`config.mk`:
```
export PLATFORM = sky130hd
export DESIGN_NAME = prdecoder_pulse
export DESIGN_NICKNAME = d
export VERILOG_FILES = /design/src/rtl/prdecoder_pulse.sv
export SDC_FILE = /design/constraint.sdc
export NUM_CORES = 1
export LEC_CHECK = 0
export ABC_CLOCK_PERIOD_IN_PS = 3750
export CELL_PAD_IN_SITES_DETAIL_PLACEMENT = 1
export CELL_PAD_IN_SITES_GLOBAL_PLACEMENT = 2
export CORE_ASPECT_RATIO = 1.2
export CORE_MARGIN = 5
export CORE_UTILIZATION = 43
export CTS_CLUSTER_DIAMETER = 100
export CTS_CLUSTER_SIZE = 12
export DETAILED_ROUTE_END_ITERATION = 8
export DONT_BUFFER_PORTS = 1
export HOLD_SLACK_MARGIN = 0.05
export PLACE_DENSITY_LB_ADDON = 0.1
export SLEW_MARGIN = 20
export SYNTH_ARGS = -nofsm -noshare
export SYNTH_HDL_FRONTEND = slang
export SYNTH_SLANG_ARGS = --single-unit
```
`constraint.sdc`:
```
create_clock -name clk -period 3.75 [get_ports clk]
set_input_delay 0.75 -clock clk [delete_from_list [all_inputs] [get_ports clk]]
set_output_delay 0.75 -clock clk [all_outputs]
set_load 0.01 [all_outputs]
```
`src/rtl/prdecoder_pulse.sv`:
```
// Sequenced 3-to-8 decoder: buffers {en, code} entries in a small FIFO and replays
// each one as a registered one-hot (or all-zero) word held for PULSE_LEN cycles.
module prdecoder_pulse #(
  parameter int unsigned PULSE_LEN  = 4,
  parameter int unsigned FIFO_DEPTH = 4
) (
  input  logic                        clk,
  input  logic                        rst_n,
  input  logic                        in_valid,
  output logic                        in_ready,
  input  logic [2:0]                  in_code,
  input  logic                        in_en,
  output logic [7:0]                  out,
  output logic                        out_valid,
  output logic [$clog2(FIFO_DEPTH):0] fifo_count
);

  localparam int unsigned PW = $clog2(FIFO_DEPTH);
  localparam int unsigned CW = PW + 1;
  localparam logic [CW-1:0] FULL_CNT   = CW'(FIFO_DEPTH);
  localparam logic [7:0]    CNT_RELOAD = 8'(PULSE_LEN - 1);

  typedef enum logic {
    S_IDLE,
    S_DRIVE
  } state_e;

  logic [3:0]    mem_q [FIFO_DEPTH];
  logic [PW-1:0] wr_ptr_q, rd_ptr_q;
  logic [CW-1:0] count_q, count_d;
  state_e        state_q, state_d;
  logic [7:0]    cnt_q, cnt_d;
  logic [7:0]    out_q, out_d;
  logic          valid_q, valid_d;
  logic          push, pop;
  logic [3:0]    head;

  function automatic logic [7:0] decode(input logic [3:0] entry);
    return entry[3] ? (8'd1 << entry[2:0]) : 8'h00;
  endfunction

  // Ready depends only on stored occupancy, so a same-edge pop never frees a slot early.
  assign in_ready   = (count_q != FULL_CNT);
  assign push       = in_valid && in_ready;
  assign head       = mem_q[rd_ptr_q];
  assign out        = out_q;
  assign out_valid  = valid_q;
  assign fifo_count = count_q;

  always_ff @(posedge clk) begin
    if (push) begin
      mem_q[wr_ptr_q] <= {in_en, in_code};
    end
  end

  always_comb begin
    count_d = count_q;
    case ({push, pop})
      2'b10:   count_d = count_q + CW'(1);
      2'b01:   count_d = count_q - CW'(1);
      default: count_d = count_q;
    endcase
  end

  always_ff @(posedge clk or negedge rst_n) begin
    if (!rst_n) begin
      wr_ptr_q <= '0;
      rd_ptr_q <= '0;
      count_q  <= '0;
    end else begin
      if (push) wr_ptr_q <= wr_ptr_q + PW'(1);
      if (pop)  rd_ptr_q <= rd_ptr_q + PW'(1);
      count_q <= count_d;
    end
  end

  always_comb begin
    state_d = state_q;
    cnt_d   = cnt_q;
    out_d   = out_q;
    valid_d = valid_q;
    pop     = 1'b0;
    case (state_q)
      S_IDLE: begin
        out_d   = '0;
        valid_d = 1'b0;
        if (count_q != '0) begin
          pop     = 1'b1;
          out_d   = decode(head);
          valid_d = 1'b1;
          cnt_d   = CNT_RELOAD;
          state_d = S_DRIVE;
        end
      end
      S_DRIVE: begin
        if (cnt_q != '0) begin
          cnt_d = cnt_q - 8'd1;
        end else if (count_q != '0) begin
          pop     = 1'b1;
          out_d   = decode(head);
          valid_d = 1'b1;
          cnt_d   = CNT_RELOAD;
        end else begin
          out_d   = '0;
          valid_d = 1'b0;
          state_d = S_IDLE;
        end
      end
      default: begin
        out_d   = '0;
        valid_d = 1'b0;
        cnt_d   = '0;
        state_d = S_IDLE;
      end
    endcase
  end

  always_ff @(posedge clk or negedge rst_n) begin
    if (!rst_n) begin
      state_q <= S_IDLE;
      cnt_q   <= '0;
      out_q   <= '0;
      valid_q <= 1'b0;
    end else begin
      state_q <= state_d;
      cnt_q   <= cnt_d;
      out_q   <= out_d;
      valid_q <= valid_d;
    end
  end

endmodule

```
==> flow_summary.json <==
{
  "synth-simple-area-share_pct": 12.2,
  "syn_nets": 146,
  "fin_hold_ws_ps": 146,
  "routed_via_density": 5.41,
  "cts_tree": "done",
  "synth_top_family_by_area": "simple AND/OR/NAND/NOR gates",
  "grt_pass1_wl_mm": 5.31,
  "route.vias.total": 1038,
  "finalSetupViolCount": 0,
  "synth-compound-area-share_pct": 9.47,
  "grt_max_degree": 26,
  "hold_viol": 0,
  "max_freq_ghz": 0.364,
  "fin_skew_ps": 6.79,
  "die_w_um": 69.9,
  "diodes": 0,
  "rsz0062_at_grt": "no",
  "synthAdderAreaFrac_pct": 5.82,
  "coreArea_mm2": 0.00423,
  "post-route-min-period_ps": 2750,
  "antenna_found_initial": 0,
  "multiInputGateArea_um2": 692,
  "power.leakage_nw": 0.796,
  "drt-pass1-iter-count": 2,
  "async_flop_share_pct": 61.0,
  "clk_latency_ps": 290,
  "regArea_mm2": 0.00111,
  "cts_sinks": 41,
  "cts_buffers": 5,
  "synthTopCellsByArea": "dfrtp_1 (34%), edfxtp_1 (26%), mux4_2 (4.9%)",
  "synth_seq_area_share_pct": 59.8,
  "worstPathMaxFanout": 24,
  "die_area_mm2": 0.00572,
  "clock_path_buffers": 2,
  "cpPeakStageDelay_ps": 480,
  "ir_worst_vdd_uv": 338,
  "clk_pin_slew_ps": 80,
  "post_cts_buffers": 0,
  "ys_ff_latch": 41,
  "yosysWarnings": 0,
  "rows": 26,
  "wl_mm": 3.16,
  "final.setup.tns_ps": 0,
  "crit_family": "simple AND/OR/NAND/NOR gates",
  "worst_slew_pin_slew_ps": 804,
  "boundaryPins": 20,
  "fp.dieH_um": 81.8,
  "hp-class": "in -> async",
  "synthFlopType": "dfrtp_1",
  "max_slew_margin_pct": 46.1,
  "synth_area_per_cell_um2": 14.1,
  "critical_path_class": "reg -> reg",
  "finalMaxSlewViolations": 0,
  "port_buffers": 0,
  "ant_nets": 0,
  "instances_no_fill": 192,
  "first_iter_violations": 67,
  "post-route-period-util_pct": 73.3,
  "yosys.area.top_type": "dfrtp_1",
  "end_kind": "register",
  "netlist_instances": 131,
  "p_per_area_mw_per_mm2": 793,
  "synth_xor_area_share_pct": 3.32,
  "drive_gt1_share_pct": 16.2,
  "ctsRootBufferMaster": "clkbuf_8",
  "synth-edff-count": 16,
  "grt_use_total_pct": 12.0,
  "yosys-top-cells-count": "dfrtp_1 (25), edfxtp_1 (16), a22o_1 (8), inv_1 (8), ha_1 (7)",
  "nFillCells": 441,
  "htreeDepth": 2,
  "final_nets": 150,
  "start_util_pct": 43.7,
  "critPathRequiredTime_ps": 3970,
  "hold_buffers": 0,
  "synth_area_mm2": 0.00185,
  "arrival_ps": 2960,
  "crit_slowest_cell": "or3b_2",
  "synth.distinct_cells": 38,
  "dp.cells": 184,
  "synth_most_common_cell": "dfrtp_1",
  "wl_per_cell_um": 16.4,
  "post_cts_resize_count": 0,
  "grt-ovfl-total": 0,
  "cp_num_buf_inv": 2,
  "drc": 0,
  "status": "finished clean",
  "crit_chain": "inv_1 > ha_1 > or3b_2 > o21a_4 > nor2_2 > ha_1 > inv_1 > fa_1 > xor2_1 > nor2_1 > xor2_1",
  "startpoint_type": "register",
  "grt_pass1_vias": 1099,
  "gp_congestion": 0.666,
  "hpwlAfterDp_mm": 2.30,
  "cap_violations": 0,
  "synthMuxAreaShare_pct": 6.63,
  "area_growth_pct": 7.37,
  "yosysTopAreaCellShare_pct": 33.8
}
-- power by group --
part	internal (mW)	leakage, nW	switching (mW)	total, mW
sequential	0.637	0.454	0.188	0.825
clock	0.131	0.0374	0.152	0.283
combinational	0.231	0.304	0.234	0.466
-- cell families (layout without fill, tap and decap cells) --
logic type	Yosys count	after routing
flip-flops	41	41
AND/OR/NAND/NOR	34	34
AO/OA/AOI/OAI	23	23
buffers and inverters	11	16
adder cells (fa/ha/maj)	8	8
XOR/XNOR	7	7
multiplexers	7	7
-- sequential cells by signal, indices dropped and copies added (netlist names) --
| name | count |
|---|---|
| cnt_q | 8 |
| fifo_count | 3 |
| mem_q | 16 |
| out | 8 |
| out_valid | 1 |
| rd_ptr_q | 2 |
| state_q | 1 |
| wr_ptr_q | 2 |
-- path summary, 6_finish.rpt --
path,from,end,slack [ps],cells after the start
hold / removal,rst_n,cnt_q[7],150,0
hold reg to reg,cnt_q[7],cnt_q[7],490,1
setup / recovery,cnt_q[0],fifo_count[2],1000,11
setup reg to reg,cnt_q[0],fifo_count[2],1000,11
min in group clk,cnt_q[7],cnt_q[7],490,1
max in group asynchronous,rst_n,cnt_q[4],3520,0
-- layout make-up --
type                    count  area share, %
clock buffers               6           3.65
inverters                   8           1.51
multi-input cells          79           34.8
well taps                  56           3.53
flip-flops and latches     41           55.7
clock inverters             2          0.756
-- through the flow --
step / instance area [um^2] / setup slack, ps / power [mW] / utilization, %
detailed placement: 1900 / 988 / 1.31 / 44.9
CTS: 1990 / 982 / 1.60 / 47.0
finish: 1990 / 1000 / 1.57 / 47.0
global route: 1990 / 806 / 1.69 / 47.0
floorplan: 1850 / 1120 / 1.19 / -
global placement: 1900 / 1090 / 1.29 / 44.9
-- cell usage in the layout (no fill, tap or decap), types with 3 or more instances in the layout --
master     n
or3_1      3
a21oi_1    3
nor2_1     5
mux4_2     4
dfrtp_1   25
a31oi_1    3
xor2_1     5
inv_1      8
and3_1     4
edfxtp_1  16
o21ai_0    3
a22o_1     8
nand2_1    4
ha_1       7
clkbuf_8   5
-- layer usage --
layer	wire length (um)	vias up	global-route usage, %
met2	1610	16	19.8
li1	-	486	-
met3	138	4	4.41
met4	40	0	3.45
met5	0	-	0
met1	1360	532	14.8
No activity file was read; power rests on OpenSTA's default activity.
